===== src/rtl/audio_link_pkg.sv =====
// Shared types and helpers for the audio-to-UART link.
// Holds the frame FSM state encoding, the default sync byte, and the
// byte extraction helper used by the frame scheduler.
package audio_link_pkg;

  typedef enum logic [2:0] {
    ST_IDLE  = 3'd0,
    ST_SYNC  = 3'd1,
    ST_SEQ   = 3'd2,
    ST_DATA  = 3'd3,
    ST_HOLD  = 3'd4,
    ST_DRAIN = 3'd5
  } frame_state_t;

  localparam logic [7:0] SYNC_BYTE_DEFAULT = 8'hA5;

  // Byte k of a sample, counted from the MSB end. The sample is passed
  // left-justified in 32 bits so one helper serves every sample width.
  function automatic logic [7:0] sample_byte(input logic [31:0] sample,
                                             input logic [1:0]  k);
    logic [31:0] shifted;
    shifted = sample << {k, 3'b000};
    return shifted[31:24];
  endfunction

endpackage


===== src/rtl/uart_frame_scheduler_if.sv =====
// Bundle of the audio sample input and the uart_transmit handshake.
//
// Handshake: the scheduler raises uart_trigger_out for exactly one cycle
// with uart_data_out stable; the transmitter answers by raising
// uart_busy_in (one cycle later) and holds it until the byte is on the
// wire. A new trigger is only issued after busy has been seen low.
// audio_valid_in is a one-cycle pulse qualifying audio_in; there is no
// back-pressure, so a sample set arriving mid-frame is dropped.
interface uart_frame_scheduler_if #(
  parameter int MICS         = 2,
  parameter int SAMPLE_WIDTH = 24
);
  logic [MICS-1:0][SAMPLE_WIDTH-1:0] audio_in;
  logic                              audio_valid_in;
  logic                              uart_busy_in;
  logic [7:0]                        uart_data_out;
  logic                              uart_trigger_out;

  // Scheduler side.
  modport master (
    input  audio_in,
    input  audio_valid_in,
    input  uart_busy_in,
    output uart_data_out,
    output uart_trigger_out
  );

  // Environment side: sample source plus transmitter.
  modport slave (
    output audio_in,
    output audio_valid_in,
    output uart_busy_in,
    input  uart_data_out,
    input  uart_trigger_out
  );
endinterface


===== src/rtl/sat_counter.sv =====
// Saturating event counter: counts single-cycle events and sticks at
// all-ones instead of wrapping.
module sat_counter #(
  parameter int WIDTH = 8
) (
  input  logic             clk_in,
  input  logic             rst_n_in,
  input  logic             inc_in,
  output logic [WIDTH-1:0] count_out
);

  // Increment on each event until the counter is full.
  always_ff @(posedge clk_in or negedge rst_n_in) begin
    if (!rst_n_in) begin
      count_out <= '0;
    end else if (inc_in && (count_out != '1)) begin
      count_out <= count_out + WIDTH'(1);
    end
  end

endmodule


===== src/rtl/uart_frame_scheduler.sv =====
// Frame scheduler between tdm_receive and uart_transmit.
// Latches one sample set per frame and sends: sync byte, sequence number,
// then the top BYTES_PER_SAMPLE bytes of each enabled mic, MSB first.
// Every byte goes send -> HOLD (one cycle, covers busy rise) -> DRAIN
// (wait busy low) before the next byte state is entered.
module uart_frame_scheduler
  import audio_link_pkg::*;
#(
  parameter int         MICS             = 2,
  parameter int         SAMPLE_WIDTH     = 24,
  parameter int         BYTES_PER_SAMPLE = 2,
  parameter logic [7:0] SYNC_BYTE        = SYNC_BYTE_DEFAULT
) (
  input  logic                          clk_in,
  input  logic                          rst_n_in,
  uart_frame_scheduler_if.master        bus,
  input  logic                          enable_in,
  input  logic [MICS-1:0]               mic_mask_in,
  output logic                          frame_active_out,
  output logic [7:0]                    drop_count_out,
  output frame_state_t                  dbg_state
);

  localparam int         MIC_W     = (MICS > 1) ? $clog2(MICS) : 1;
  localparam logic [1:0] LAST_BYTE = 2'(BYTES_PER_SAMPLE - 1);

  frame_state_t                      state_q;
  frame_state_t                      next_q;
  logic [MICS-1:0][SAMPLE_WIDTH-1:0] samples_q;
  logic [MICS-1:0]                   mask_q;
  logic [MIC_W-1:0]                  mic_q;
  logic [1:0]                        byte_q;
  logic [7:0]                        seq_q;
  logic [7:0]                        data_q;
  logic                              trig_q;
  logic                              active_q;

  logic                              first_found;
  logic [MIC_W-1:0]                  first_mic;
  logic                              next_found;
  logic [MIC_W-1:0]                  next_mic;
  logic [31:0]                       aligned;
  logic [7:0]                        data_byte;
  logic                              reject_evt;

  // Locate the lowest enabled mic, and the lowest enabled mic above the
  // current one, so masked-off mics cost no idle cycles.
  always_comb begin
    first_found = 1'b0;
    first_mic   = '0;
    next_found  = 1'b0;
    next_mic    = '0;
    for (int i = MICS - 1; i >= 0; i--) begin
      if (mask_q[i]) begin
        first_found = 1'b1;
        first_mic   = MIC_W'(i);
      end
      if (mask_q[i] && (i > int'(mic_q))) begin
        next_found = 1'b1;
        next_mic   = MIC_W'(i);
      end
    end
  end

  // Byte k of the current mic, taken from the MSB end of its sample.
  always_comb begin
    aligned   = 32'(samples_q[mic_q]) << (32 - SAMPLE_WIDTH);
    data_byte = sample_byte(aligned, byte_q);
  end

  // Frame sequencing FSM with registered UART outputs.
  always_ff @(posedge clk_in or negedge rst_n_in) begin
    if (!rst_n_in) begin
      state_q   <= ST_IDLE;
      next_q    <= ST_IDLE;
      samples_q <= '0;
      mask_q    <= '0;
      mic_q     <= '0;
      byte_q    <= '0;
      seq_q     <= '0;
      data_q    <= '0;
      trig_q    <= 1'b0;
      active_q  <= 1'b0;
    end else begin
      trig_q <= 1'b0;
      unique case (state_q)
        ST_IDLE: begin
          if (bus.audio_valid_in && enable_in) begin
            samples_q <= bus.audio_in;
            mask_q    <= mic_mask_in;
            mic_q     <= '0;
            byte_q    <= '0;
            active_q  <= 1'b1;
            state_q   <= ST_SYNC;
          end
        end
        ST_SYNC: begin
          if (!bus.uart_busy_in) begin
            data_q  <= SYNC_BYTE;
            trig_q  <= 1'b1;
            next_q  <= ST_SEQ;
            state_q <= ST_HOLD;
          end
        end
        ST_SEQ: begin
          if (!bus.uart_busy_in) begin
            data_q  <= seq_q;
            trig_q  <= 1'b1;
            seq_q   <= seq_q + 8'd1;
            state_q <= ST_HOLD;
            if (first_found) begin
              mic_q  <= first_mic;
              next_q <= ST_DATA;
            end else begin
              next_q <= ST_IDLE;
            end
          end
        end
        ST_DATA: begin
          if (!bus.uart_busy_in) begin
            data_q  <= data_byte;
            trig_q  <= 1'b1;
            state_q <= ST_HOLD;
            if (byte_q == LAST_BYTE) begin
              byte_q <= '0;
              if (next_found) begin
                mic_q  <= next_mic;
                next_q <= ST_DATA;
              end else begin
                next_q <= ST_IDLE;
              end
            end else begin
              byte_q <= byte_q + 2'd1;
              next_q <= ST_DATA;
            end
          end
        end
        ST_HOLD: begin
          state_q <= ST_DRAIN;
        end
        ST_DRAIN: begin
          if (!bus.uart_busy_in) begin
            state_q <= next_q;
            if (next_q == ST_IDLE) begin
              active_q <= 1'b0;
            end
          end
        end
        default: begin
          state_q <= ST_IDLE;
        end
      endcase
    end
  end

  // A sample set that arrives while a frame is in flight is lost.
  assign reject_evt = bus.audio_valid_in && (state_q != ST_IDLE);

  sat_counter #(.WIDTH(8)) u_drop_counter (
    .clk_in    (clk_in),
    .rst_n_in  (rst_n_in),
    .inc_in    (reject_evt),
    .count_out (drop_count_out)
  );

  assign bus.uart_data_out    = data_q;
  assign bus.uart_trigger_out = trig_q;
  assign frame_active_out     = active_q;
  assign dbg_state            = state_q;

endmodule

===== src/flat_wrapper.sv =====
// flat-port wrapper written by rule: the top's interface ports become plain ports
module uart_frame_scheduler_flat import audio_link_pkg::*;
#(
  parameter int         MICS             = 2,
  parameter int         SAMPLE_WIDTH     = 24,
  parameter int         BYTES_PER_SAMPLE = 2,
  parameter logic [7:0] SYNC_BYTE        = SYNC_BYTE_DEFAULT
)
  (clk_in, rst_n_in, enable_in, mic_mask_in, frame_active_out, drop_count_out, dbg_state, bus_audio_in, bus_audio_valid_in, bus_uart_busy_in, bus_uart_data_out, bus_uart_trigger_out);
  uart_frame_scheduler_if #(.MICS(MICS), .SAMPLE_WIDTH(SAMPLE_WIDTH)) bus_i ();
  input  logic clk_in;
  input  logic rst_n_in;
  input  logic enable_in;
  input  logic [MICS-1:0] mic_mask_in;
  output logic frame_active_out;
  output logic [7:0] drop_count_out;
  output frame_state_t dbg_state;
  input wire logic [$bits(bus_i.audio_in)-1:0] bus_audio_in;
  input wire logic [$bits(bus_i.audio_valid_in)-1:0] bus_audio_valid_in;
  input wire logic [$bits(bus_i.uart_busy_in)-1:0] bus_uart_busy_in;
  output wire logic [$bits(bus_i.uart_data_out)-1:0] bus_uart_data_out;
  output wire logic [$bits(bus_i.uart_trigger_out)-1:0] bus_uart_trigger_out;
  assign bus_i.audio_in = bus_audio_in;
  assign bus_i.audio_valid_in = bus_audio_valid_in;
  assign bus_i.uart_busy_in = bus_uart_busy_in;
  assign bus_uart_data_out = bus_i.uart_data_out;
  assign bus_uart_trigger_out = bus_i.uart_trigger_out;
  uart_frame_scheduler #(.MICS(MICS), .SAMPLE_WIDTH(SAMPLE_WIDTH), .BYTES_PER_SAMPLE(BYTES_PER_SAMPLE), .SYNC_BYTE(SYNC_BYTE)) u_core (.clk_in(clk_in), .rst_n_in(rst_n_in), .bus(bus_i), .enable_in(enable_in), .mic_mask_in(mic_mask_in), .frame_active_out(frame_active_out), .drop_count_out(drop_count_out), .dbg_state(dbg_state));
endmodule

===== config.mk =====
export PLATFORM = sky130hd
export DESIGN_NAME = uart_frame_scheduler_flat
export DESIGN_NICKNAME = d
export VERILOG_FILES = /design/src/rtl/audio_link_pkg.sv /design/src/rtl/uart_frame_scheduler_if.sv /design/src/rtl/sat_counter.sv /design/src/rtl/uart_frame_scheduler.sv /design/src/flat_wrapper.sv
export SDC_FILE = /design/constraint.sdc
export NUM_CORES = 1
export LEC_CHECK = 0
export ABC_AREA = 1
export CAP_MARGIN = 25
export CORE_UTILIZATION = 50
export CTS_BUF_LIST = sky130_fd_sc_hd__clkbuf_8
export CTS_CLUSTER_DIAMETER = 200
export DETAILED_ROUTE_END_ITERATION = 8
export DONT_BUFFER_PORTS = 1
export GPL_TIMING_DRIVEN = 0
export PLACE_DENSITY_LB_ADDON = 0.05
export SETUP_SLACK_MARGIN = 0.3
export SLEW_MARGIN = 20
export SYNTH_ARGS = -nofsm -noshare
export SYNTH_HDL_FRONTEND = slang
export SYNTH_SLANG_ARGS = --single-unit

===== constraint.sdc =====
create_clock -name clk_in -period 2.4 [get_ports clk_in]
set_input_delay 0.24 -clock clk_in [delete_from_list [all_inputs] [get_ports clk_in]]
set_output_delay 0.24 -clock clk_in [all_outputs]
set_load 0.01 [all_outputs]

==> flow_summary_export.csv, run 1 <==
group,metric,value,unit
synth,synth_top_area_frac,0.5222,
power_and_ir_drop,peakVddDrop,0.0004654,V
route,drc,0,
synth,seq_area_frac_synth,0.5222,
route,drt_pre_antenna_iters,4,
worst_setup_path,worstPathArrival,1920,ps
sta,hold_viol_final,84,
place,dp_hpwl,6294,um
worst_setup_path,worst_setup_path_start_kind,"register",
power_and_ir_drop,internal_power,3166,uW
synth,synth_fa_ha_area_frac,0.006217,
route,maxUsedRoutingLayer,"met4",
layout,stdcell_count,624,
sta,min_period,1656,ps
floorplanning,row_count,32,
power_and_ir_drop,p_per_area,1190,nW/um2
global_route,antenna_found_initial,0,
synth,syn_area_per_cell,7.955,um2
clock_network,cts_inserted_buffers,9,
clock_network,postCtsHoldBufs,1,
worst_setup_path,cp-end-kind,"register",
place,post-place-cells,608,
synth,synth_warnings,0,
floorplanning,initial_utilization,0.5182,
outcome,status,"finished with violations",
synth,synth-xor-area-share,0.02394,
route,wire_per_inst,14.24,um
sta,drv_slew,0,
outcome,violations,"negative hold slack",
worst_setup_path,crit_top_cell,"buf_4",
route,drtIter0Drc,145,
floorplanning,die-area,8413,um2
layout,antenna_cells,0,
clock_network,cts_sinks,84,
worst_setup_path,crit_fanout,10,
layout,fillers,802,
worst_setup_path,critical_path_class,"register to register",
clock_network,clockBufferDepth,2,
sta,setup_tns,0,ps
clock_network,ctsRootBufferMaster,"clkbuf_8",
sta,hold-worst-slack,-415.9,ps
sta,grt_setup_unrepaired,"false",
synth,synthCells,506,
layout,fin_nets,575,
power_and_ir_drop,leakagePower,0.002246,uW
power_and_ir_drop,p_sw_frac,0.3880,
route,wl_met3,489,um
sta,fin_skew,6.197,ps
worst_setup_path,path_cells,"inv_2 -> nand3_2 -> nor2_2 -> buf_4 -> buf_4 -> nand2_1 -> o21ai_1",
clock_network,clk-insertion-delay-late,340,ps
global_route,grt_pass1_wl,15180,um
sta,setup_viol,0,
power_and_ir_drop,p_switching,2007,uW
global_route,grt_max_degree,85,
layout,multi_input_area,1622,um2
sta,fmax,0.6039,GHz
synth,synth-seq-cells,84,
global_route,grt_overflow_total,0,
synth,synth.distinct_cells,29,
worst_setup_path,max_stage_delay,510,ps
floorplanning,io_pins,76,
route,vias,3159,
route,drt-met1-wl,4151,um
synth,syn_area,4025,um2
route,antenna_left,0,
route,routed_wirelength,8886,um
clock_network,htreeDepth,3,
clock_network,clkTransAtPathRegs,80,ps
run,max_cap_viol_count,0,
power_and_ir_drop,seq_power_share,0.476,
floorplanning,core-area,7767,um2
worst_setup_path,cp.required,2670,ps
layout,drive_gt1_frac,0.1034,
clock_network,postCtsSetupRepairBufs,0,
clock_network,cts_tree,"yes",
synth,synthTopCellsByArea,"dfrtp_1 (52%), nand2_1 (18%), o21ai_0 (4.8%), inv_1 (4.3%), nand3_1 (2.6%)",
route,via_per_inst,5.063,
layout,syn2layout_area_growth,7.989,%
sta,finalCritPeriodShare,0.6899,
global_route,grt_pass1_vias,3100,
worst_setup_path,cp_slowest_cell,"dfrtp_1",
clock_network,post_cts_resized,0,
synth,synth_top_family_by_area,"simple AND/OR/NAND/NOR gates",
synth,yosys.area.top_type,"dfrtp_1",
sta,slew_headroom,0.6007,
place,gp_congestion,0.8032,
synth,muxShareOfSynthArea,0,
worst_setup_path,cp_num_buf_inv,3,
worst_setup_path,path_delay_family,"buffers and inverters",
synth,syn_nets,563,
layout,regArea,2102,um2
floorplanning,fp.dieW,91.73,um
min_path,min-delay-path-class,"primary input to asynchronous set/reset pin",
sta,worstMarginPinSlew,596.7,ps
synth,synthSimpleGateAreaFrac,0.2748,
floorplanning,die_height,91.73,um
global_route,grtUsageTotal,0.2317,
route,dr_wl_met2,4177,um
power_and_ir_drop,pwr-share-comb,0.338,
synth,synth_compound_area_frac,0.09792,
power_and_ir_drop,power_frac_clock,0.186,
place,portBuffers,0,
synthesized netlist by cell type (all sizes together):
cell	instances
a211o	1
a21boi	1
a21oi	16
buf	14
clkbuf	4
dfrtp	84
ha	2
inv	53
nand2	202
nand3	23
nand4	2
nor2	28
nor3	3
o211ai	6
o21a	3
o21ai	44
o22ai	1
or2	8
xnor2	7
xor2	4
per-layer routing:
layer | GRT usage | vias to the layer above
met4 | 0.06120 | 0
met1 | 0.3229 | 1461
met3 | 0.04561 | 9
met2 | 0.3716 | 90
met5 | 0 | -
li1 | - | 1599
kinds of logic (layout without fill, tap and decap cells):
| family | Yosys count | after routing |
|---|---|---|
| buf+inv | 71 | 87 |
| fa+ha+maj | 2 | 2 |
| simple gates | 266 | 266 |
| compound gates | 72 | 72 |
| flops | 84 | 84 |
| xor+xnor | 11 | 11 |
layout by cell type, fill, tap and decap left out, types with 8 or more instances in the layout:
cell type  Yosys  final
a21oi_1       15     15
clkbuf_8       0     10
dfrtp_1       84     84
inv_1         46     49
nand2_1      198    198
nand3_1       21     21
nor2_1        22     22
o21ai_0       39     39
or2_2          8      8
final cells by class:
type                    instances  area share
plain buffers                  18     0.02360
clock buffers                  10     0.03166
clock inverters                 5     0.01065
inverters                      53     0.04577
multi-input cells             351      0.3731
flip-flops and latches         84      0.4836
well taps                     102     0.02936
repair buffers                  1    0.002303
registers in the layout, indices dropped and copies added (netlist names):
| signal | count |
|---|---|
| u_core.mask_q | 2 |
| u_core.seq_q | 8 |
| u_core.bus.uart_trigger_out | 1 |
| u_core.bus.uart_data_out | 8 |
| u_core.frame_active_out | 1 |
| u_core.u_drop_counter.count_out | 8 |
| u_core.samples_q | 48 |
| u_core.mic_q | 1 |
| u_core.byte_q | 2 |
| u_core.dbg_state | 3 |
| u_core.next_q | 2 |
per-stage QoR:
step                        util  cell area (um2)  power [uW]  setup WS [ps]
after floorplan                -             4025        3781           1011
after global routing      0.5596             4347        5669          620.4
final                     0.5596             4347        5174          744.2
after detailed placement  0.5346             4153        4240          779.6
after global placement    0.5346             4153        4195          798.2
after CTS                 0.5596             4347        5219          753.7
path summary, 6_finish.rpt:
kind	slack (ps)	startpoint	depth (start not counted)	end
min reg2reg	470	u_core.samples_q[5]	2	u_core.samples_q[5]
min in group clk_in	10	bus_audio_in[13]	2	u_core.samples_q[13]
min	-420	rst_n_in	0	u_core.bus.uart_trigger_out
max reg2reg	740	u_core.dbg_state[0]	7	u_core.mask_q[0]
max in group asynchronous	2690	rst_n_in	0	u_core.samples_q[1]
max	740	u_core.dbg_state[0]	7	u_core.mask_q[0]
power by group through the flow:
stage          registers [uW]  logic (uW)  clock network, uW
6_report                 2460        1750                964
5_1_grt                  2560        2070               1040
4_1_cts                  2470        1760                989
3_5_place_dp             2490        1750                  0
3_3_place_gp             2480        1710                  0
2_1_floorplan            2390        1390                  0
worst register-to-register path: stages (launching register included):
cell and delay (ps):
dfrtp_1 510, inv_2 160, nand3_2 90, nor2_2 200, buf_4 240, buf_4 190
nand2_1 110, o21ai_1 90
No activity file was read; power rests on OpenSTA's default activity.
==> run 2, diff against run 1 <==
==> constraint.sdc (replaced) <==
create_clock -name clk_in -period 1.7 [get_ports clk_in]
set_input_delay 0.17 -clock clk_in [delete_from_list [all_inputs] [get_ports clk_in]]
set_output_delay 0.17 -clock clk_in [all_outputs]
set_load 0.01 [all_outputs]
==> run 2 against run 1 <==
Compared with the run above:
- the run still ends with negative hold slack left
- critical path depth is the same
- clock-buffer cell count is the same
- register-to-register slack lost 490 ps
- total power grew 54%
- final cell count grew 11%
- largest cell class unchanged
==> flow_summary_export.csv, run 2 (synthesis gave the netlist of run 1 again) <==
group,metric,value,unit
route,wire_per_inst,14.35,um
worst_setup_path,crit_fanout,10,
layout,syn2layout_area_growth,30.15,%
sta,hold-worst-slack,-484.9,ps
clock_network,clockBufferDepth,2,
sta,setup_viol,0,
clock_network,postCtsHoldBufs,49,
outcome,violations,"negative hold slack",
layout,stdcell_area,5239,um2
layout,final_common_cell,"nand2_1",
global_route,grt_pass1_wl,16460,um
clock_network,cts_sinks,84,
place,dp_hpwl,6294,um
floorplanning,io_pins,76,
route,routed_wirelength,9972,um
clock_network,clkTransAtPathRegs,80,ps
floorplanning,row_count,32,
worst_setup_path,cp.required,1980,ps
worst_setup_path,reg2reg_from,"u_core.dbg_state[0]",
layout,drive_gt1_frac,0.1720,
layout,largest_reg_flops,48,
worst_setup_path,worstPathArrival,1720,ps
layout,stdcell_count,695,
sta,hold_viol_final,84,
floorplanning,die_height,91.73,um
place,portBuffers,0,
global_route,grt_overflow_total,0,
place,post-place-ws,79.64,ps
route,via_per_inst,5.050,
route,maxUsedRoutingLayer,"met4",
layout,top_register,"u_core.samples_q",
clock_network,cts_inserted_buffers,9,
place,post-place-cells,608,
sta,finalCritPeriodShare,0.8477,
clock_network,htreeDepth,3,
sta,min_period,1441,ps
power_and_ir_drop,leakagePower,0.002604,uW
power_and_ir_drop,p_per_area,1523,nW/um2
sta,fmax,0.6939,GHz
layout,antenna_cells,0,
global_route,grt_pass1_vias,3472,
route,vias,3510,
route,drt_pre_antenna_iters,5,
clock_network,clk-insertion-delay-late,340,ps
sta,fin_skew,6.354,ps
place,post_dp_cell_area,4153,um2
floorplanning,fp.dieW,91.73,um
sta,drv_slew,0,
worst_setup_path,regToRegSetupSlack,260,ps
route,drt-met1-wl,4562,um
power_and_ir_drop,seq_power_share,0.445,
worst_setup_path,reg2reg_depth,7,
worst_setup_path,r2r_end,"u_core.samples_q[7]",
layout,final_cell_mix,"nand2_1 (197), dfrtp_1 (77), dlygate4sd3_1 (49), inv_1 (47), o21ai_0 (33)",
sta,slew_headroom,0.6896,
route,wl_met3,415,um
power_and_ir_drop,peakVddDrop,0.0007093,V
sta,setup_ws,259.0,ps
power_and_ir_drop,p_switching,3101,uW
outcome,status,"finished with violations",
floorplanning,initial_utilization,0.5182,
sta,setup_tns,0,ps
global_route,antenna_found_initial,0,
sta,grt_setup_unrepaired,"true",
route,dr_wl_met2,4773,um
sta,worstMarginPinSlew,465.1,ps
clock_network,ctsRootBufferMaster,"clkbuf_8",
run,max_cap_viol_count,0,
clock_network,cts_tree,"yes",
global_route,grt_max_degree,85,
power_and_ir_drop,power_frac_clock,0.171,
power_and_ir_drop,pwr-share-comb,0.384,
worst_setup_path,worst_setup_path_start_kind,"register",
layout,fin_nets,646,
route,antenna_left,0,
route,drc,0,
power_and_ir_drop,internal_power,4877,uW
place,gp_congestion,0.8032,
floorplanning,core-area,7767,um2
power_and_ir_drop,p_sw_frac,0.3887,
worst_setup_path,cp-end-kind,"register",
worst_setup_path,critical_path_class,"register to register",
route,drtIter0Drc,140,
floorplanning,die-area,8413,um2
min_path,min-delay-path-class,"primary input to asynchronous set/reset pin",
global_route,grtUsageTotal,0.2496,
[run 2: how the worst max path moves through the flow]
stage / end / slack [ps] / startpoint
6_report: u_core.samples_q[7] / 260 / u_core.dbg_state[0]
5_1_grt: u_core.seq_q[7] / 190 / u_core.dbg_state[2]
4_1_cts: u_core.seq_q[3] / 270 / u_core.dbg_state[2]
3_5_place_dp: u_core.samples_q[23] / 80 / u_core.dbg_state[0]
3_3_place_gp: u_core.mask_q[0] / 100 / u_core.dbg_state[0]
2_1_floorplan: u_core.u_drop_counter.count_out[6] / 310 / u_core.u_drop_counter.count_out[0]
[run 2: final cells by class]
| cell class | count | area, um2 |
|---|---|---|
| fillers | 688 | 2529 |
| flip-flops and latches | 84 | 2111 |
| multi-input cells | 352 | 1748 |
| repair buffers | 71 | 668.1 |
| inverters | 53 | 214.0 |
| plain buffers | 18 | 186.4 |
| clock buffers | 10 | 137.6 |
| well taps | 102 | 127.6 |
| clock inverters | 5 | 46.29 |
[run 2: per-layer routing]
metal / GRT usage / up-vias
met5: 0 / -
met4: 0.08073 / 0
met3: 0.04561 / 22
met2: 0.4048 / 95
met1: 0.3400 / 1647
li1: - / 1746
[run 2: power by group through the flow]
| stage | clock, uW | combinational [uW] | sequential (uW) |
|---|---|---|---|
| detailed placement | 0 | 2460 | 3520 |
| floorplan | 0 | 1960 | 3380 |
| CTS | 1400 | 2770 | 3530 |
| global placement | 0 | 2420 | 3500 |
| finish | 1370 | 3060 | 3550 |
| global route | 1470 | 3530 | 3680 |
[run 2: timing repair]
item | 4_1_cts | 5_1_grt
cloned | 1 | 3
hold endpoints to repair | 133 | 84
setup buffers | 11 | 8
pin swaps | 7 | 12
setup endpoints to repair | 80 | 80
resized for setup | 38 | 42
[run 2: worst max-delay path: stages, from the launching register on]
cell	delay [ps]
dfrtp_2	500
inv_4	110
nand3_4	70
nor2_4	190
buf_12	180
buf_4	170
nand2_1	80
nand2_1	60
[run 2: through the flow]
stage,total power [uW],util
6_report,7978,0.6745
3_5_place_dp,5986,0.5346
5_1_grt,8679,0.6745
2_1_floorplan,5338,-
4_1_cts,7693,0.6471
3_3_place_gp,5923,0.5346
==> run 3, diff against run 2 <==
==> constraint.sdc (replaced) <==
create_clock -name clk_in -period 1.4 [get_ports clk_in]
set_input_delay 0.14 -clock clk_in [delete_from_list [all_inputs] [get_ports clk_in]]
set_output_delay 0.14 -clock clk_in [all_outputs]
set_load 0.01 [all_outputs]
==> run 3 against run 2 <==
Compared with the run above:
- the run ends with negative hold slack, negative setup slack left
- die area is the same
- total power grew 48%
- worst setup slack got worse by 310 ps
- combinational power increased by 75%
- largest cell class is now multi-input gates
- largest power group is now combinational logic
==> flow_summary_export.csv, run 3 (synthesis gave the netlist of run 1 again) <==
group,metric,value,unit
route,routed_wirelength,11950,um
layout,largest_reg_flops,48,
floorplanning,row_count,32,
worst_setup_path,cp_slowest_cell,"dfrtp_2",
worst_setup_path,cp.required,1640,ps
floorplanning,initial_utilization,0.5182,
sta,fin_skew,10.55,ps
route,via_per_inst,5.321,
place,post_dp_cell_area,4290,um2
route,maxUsedRoutingLayer,"met4",
power_and_ir_drop,peakVddDrop,0.0009981,V
sta,worstMarginPinSlew,474.1,ps
worst_setup_path,crit_fanout,9,
layout,top_register,"u_core.samples_q",
worst_setup_path,critical_path_class,"register to register",
place,portBuffers,0,
route,dr_wl_met2,6183,um
layout,fin_nets,659,
worst_setup_path,path_cells,"inv_4 -> nand3_4 -> nor2_4 -> buf_12 -> a21oi_4 -> a21oi_2 -> a21oi_1",
route,vias,3767,
place,gp_congestion,0.8267,
sta,drv_slew,0,
worst_setup_path,r2r_end,"u_core.byte_q[0]",
route,wire_per_inst,16.88,um
worst_setup_path,worst_setup_path_start_kind,"register",
floorplanning,die_height,91.73,um
worst_setup_path,path_depth,7,
global_route,grt_overflow_total,0,
layout,final_cell_mix,"nand2_1 (117), dfrtp_1 (77), nand2_2 (67), dlygate4sd3_1 (50), inv_1 (41)",
route,drt_pre_antenna_iters,4,
layout,antenna_cells,0,
sta,grt_setup_unrepaired,"true",
layout,final_common_cell,"nand2_1",
floorplanning,core-area,7767,um2
worst_setup_path,path_delay_family,"flip-flops",
place,dp_hpwl,6512,um
sta,hold-worst-slack,-537.9,ps
clock_network,clk-insertion-delay-late,360,ps
sta,slew_headroom,0.6836,
worst_setup_path,cp-end-kind,"register",
worst_setup_path,reg2reg_from,"u_core.dbg_state[0]",
clock_network,clockBufferDepth,2,
global_route,antenna_found_initial,0,
worst_setup_path,reg2reg_depth,7,
route,wl_met3,512,um
sta,hold_viol_final,84,
worst_setup_path,regToRegSetupSlack,-60,ps
route,drtIter0Drc,156,
clock_network,ctsRootBufferMaster,"clkbuf_8",
global_route,grt_pass1_vias,3863,
place,post-place-ws,-151.7,ps
floorplanning,die-area,8413,um2
worst_setup_path,worstPathArrival,1690,ps
sta,fmax,0.6868,GHz
floorplanning,io_pins,76,
floorplanning,fp.dieW,91.73,um
global_route,grt_pass1_wl,19180,um
clock_network,htreeDepth,3,
min_path,min-delay-path-class,"primary input to asynchronous set/reset pin",
outcome,status,"finished with violations",
run,max_cap_viol_count,0,
sta,setup_viol,39,
worst_setup_path,max_stage_delay,500,ps
power_and_ir_drop,leakagePower,0.002859,uW
layout,drive_gt1_frac,0.3993,
sta,finalCritPeriodShare,1.040,
sta,setup_ws,-55.93,ps
clock_network,postCtsHoldBufs,50,
layout,syn2layout_area_growth,51.51,%
clock_network,cts_tree,"yes",
global_route,grt_max_degree,85,
sta,min_period,1456,ps
worst_setup_path,cp_num_buf_inv,2,
clock_network,cts_inserted_buffers,9,
route,antenna_left,0,
route,drt-met1-wl,4932,um
global_route,grtUsageTotal,0.2975,
power_and_ir_drop,p_per_area,1937,nW/um2
route,drc,0,
layout,stdcell_area,6098,um2
clock_network,clkTransAtPathRegs,90,ps
clock_network,cts_sinks,84,
outcome,violations,"negative hold slack, negative setup slack",
[run 3: area by class of cell]
| class | count | area (um2) |
|---|---|---|
| Tap cell | 102 | 127.6 |
| Clock inverter | 4 | 72.57 |
| Inverter | 53 | 236.5 |
| Multi-Input combinational cell | 352 | 2255 |
| Sequential cell | 84 | 2111 |
| Timing Repair Buffer | 84 | 880.8 |
| Clock buffer | 11 | 151.4 |
| Buffer | 18 | 264.0 |
| Fill cell | 511 | 1669 |
[run 3: worst max-delay path by stage]
stage	start	to	slack [ps]
after global routing	u_core.dbg_state[0]	u_core.samples_q[43]	-120
after CTS	u_core.u_drop_counter.count_out[1]	u_core.u_drop_counter.count_out[6]	-40
after floorplan	u_core.dbg_state[2]	u_core.seq_q[7]	40
after detailed placement	u_core.dbg_state[2]	u_core.seq_q[7]	-150
after global placement	u_core.dbg_state[2]	u_core.seq_q[7]	-150
final	u_core.dbg_state[0]	u_core.byte_q[0]	-60
[run 3: routing by layer]
| layer | GRT usage | up-vias |
|---|---|---|
| met1 | 0.3628 | 1852 |
| met3 | 0.05721 | 27 |
| li1 | - | 1779 |
| met2 | 0.5081 | 109 |
| met4 | 0.1419 | 0 |
| met5 | 0 | - |
[run 3: timing repair]
| action | 4_1_cts | 5_1_grt |
|---|---|---|
| buffers inserted | 22 | 4 |
| gates resized for setup | 159 | 73 |
| cloned | 8 | 1 |
| endpoints found under the hold margin | 134 | 84 |
| setup endpoints to repair | 83 | 83 |
| pin swaps | 61 | 36 |
[run 3: power breakdown]
part,leakage (uW),switching (uW),internal (uW),total (uW)
registers,0.00103,1000,3480,4490
logic,0.00172,2900,2450,5350
clock network,0.000111,883,1090,1970
total,0.00286,4790,7020,11800
[run 3: metrics by stage]
step / utilization / setup TNS [ps] / power (uW) / instances
6_report: 0.7851 / -873.0 / 11810 / 708
5_1_grt: 0.7851 / -4688 / 12580 / 708
4_1_cts: 0.7442 / -276.0 / 10910 / 703
3_5_place_dp: 0.5524 / -4077 / 7626 / 608
3_3_place_gp: 0.5524 / -3107 / 7502 / 608
2_1_floorplan: - / 0 / 6789 / 506
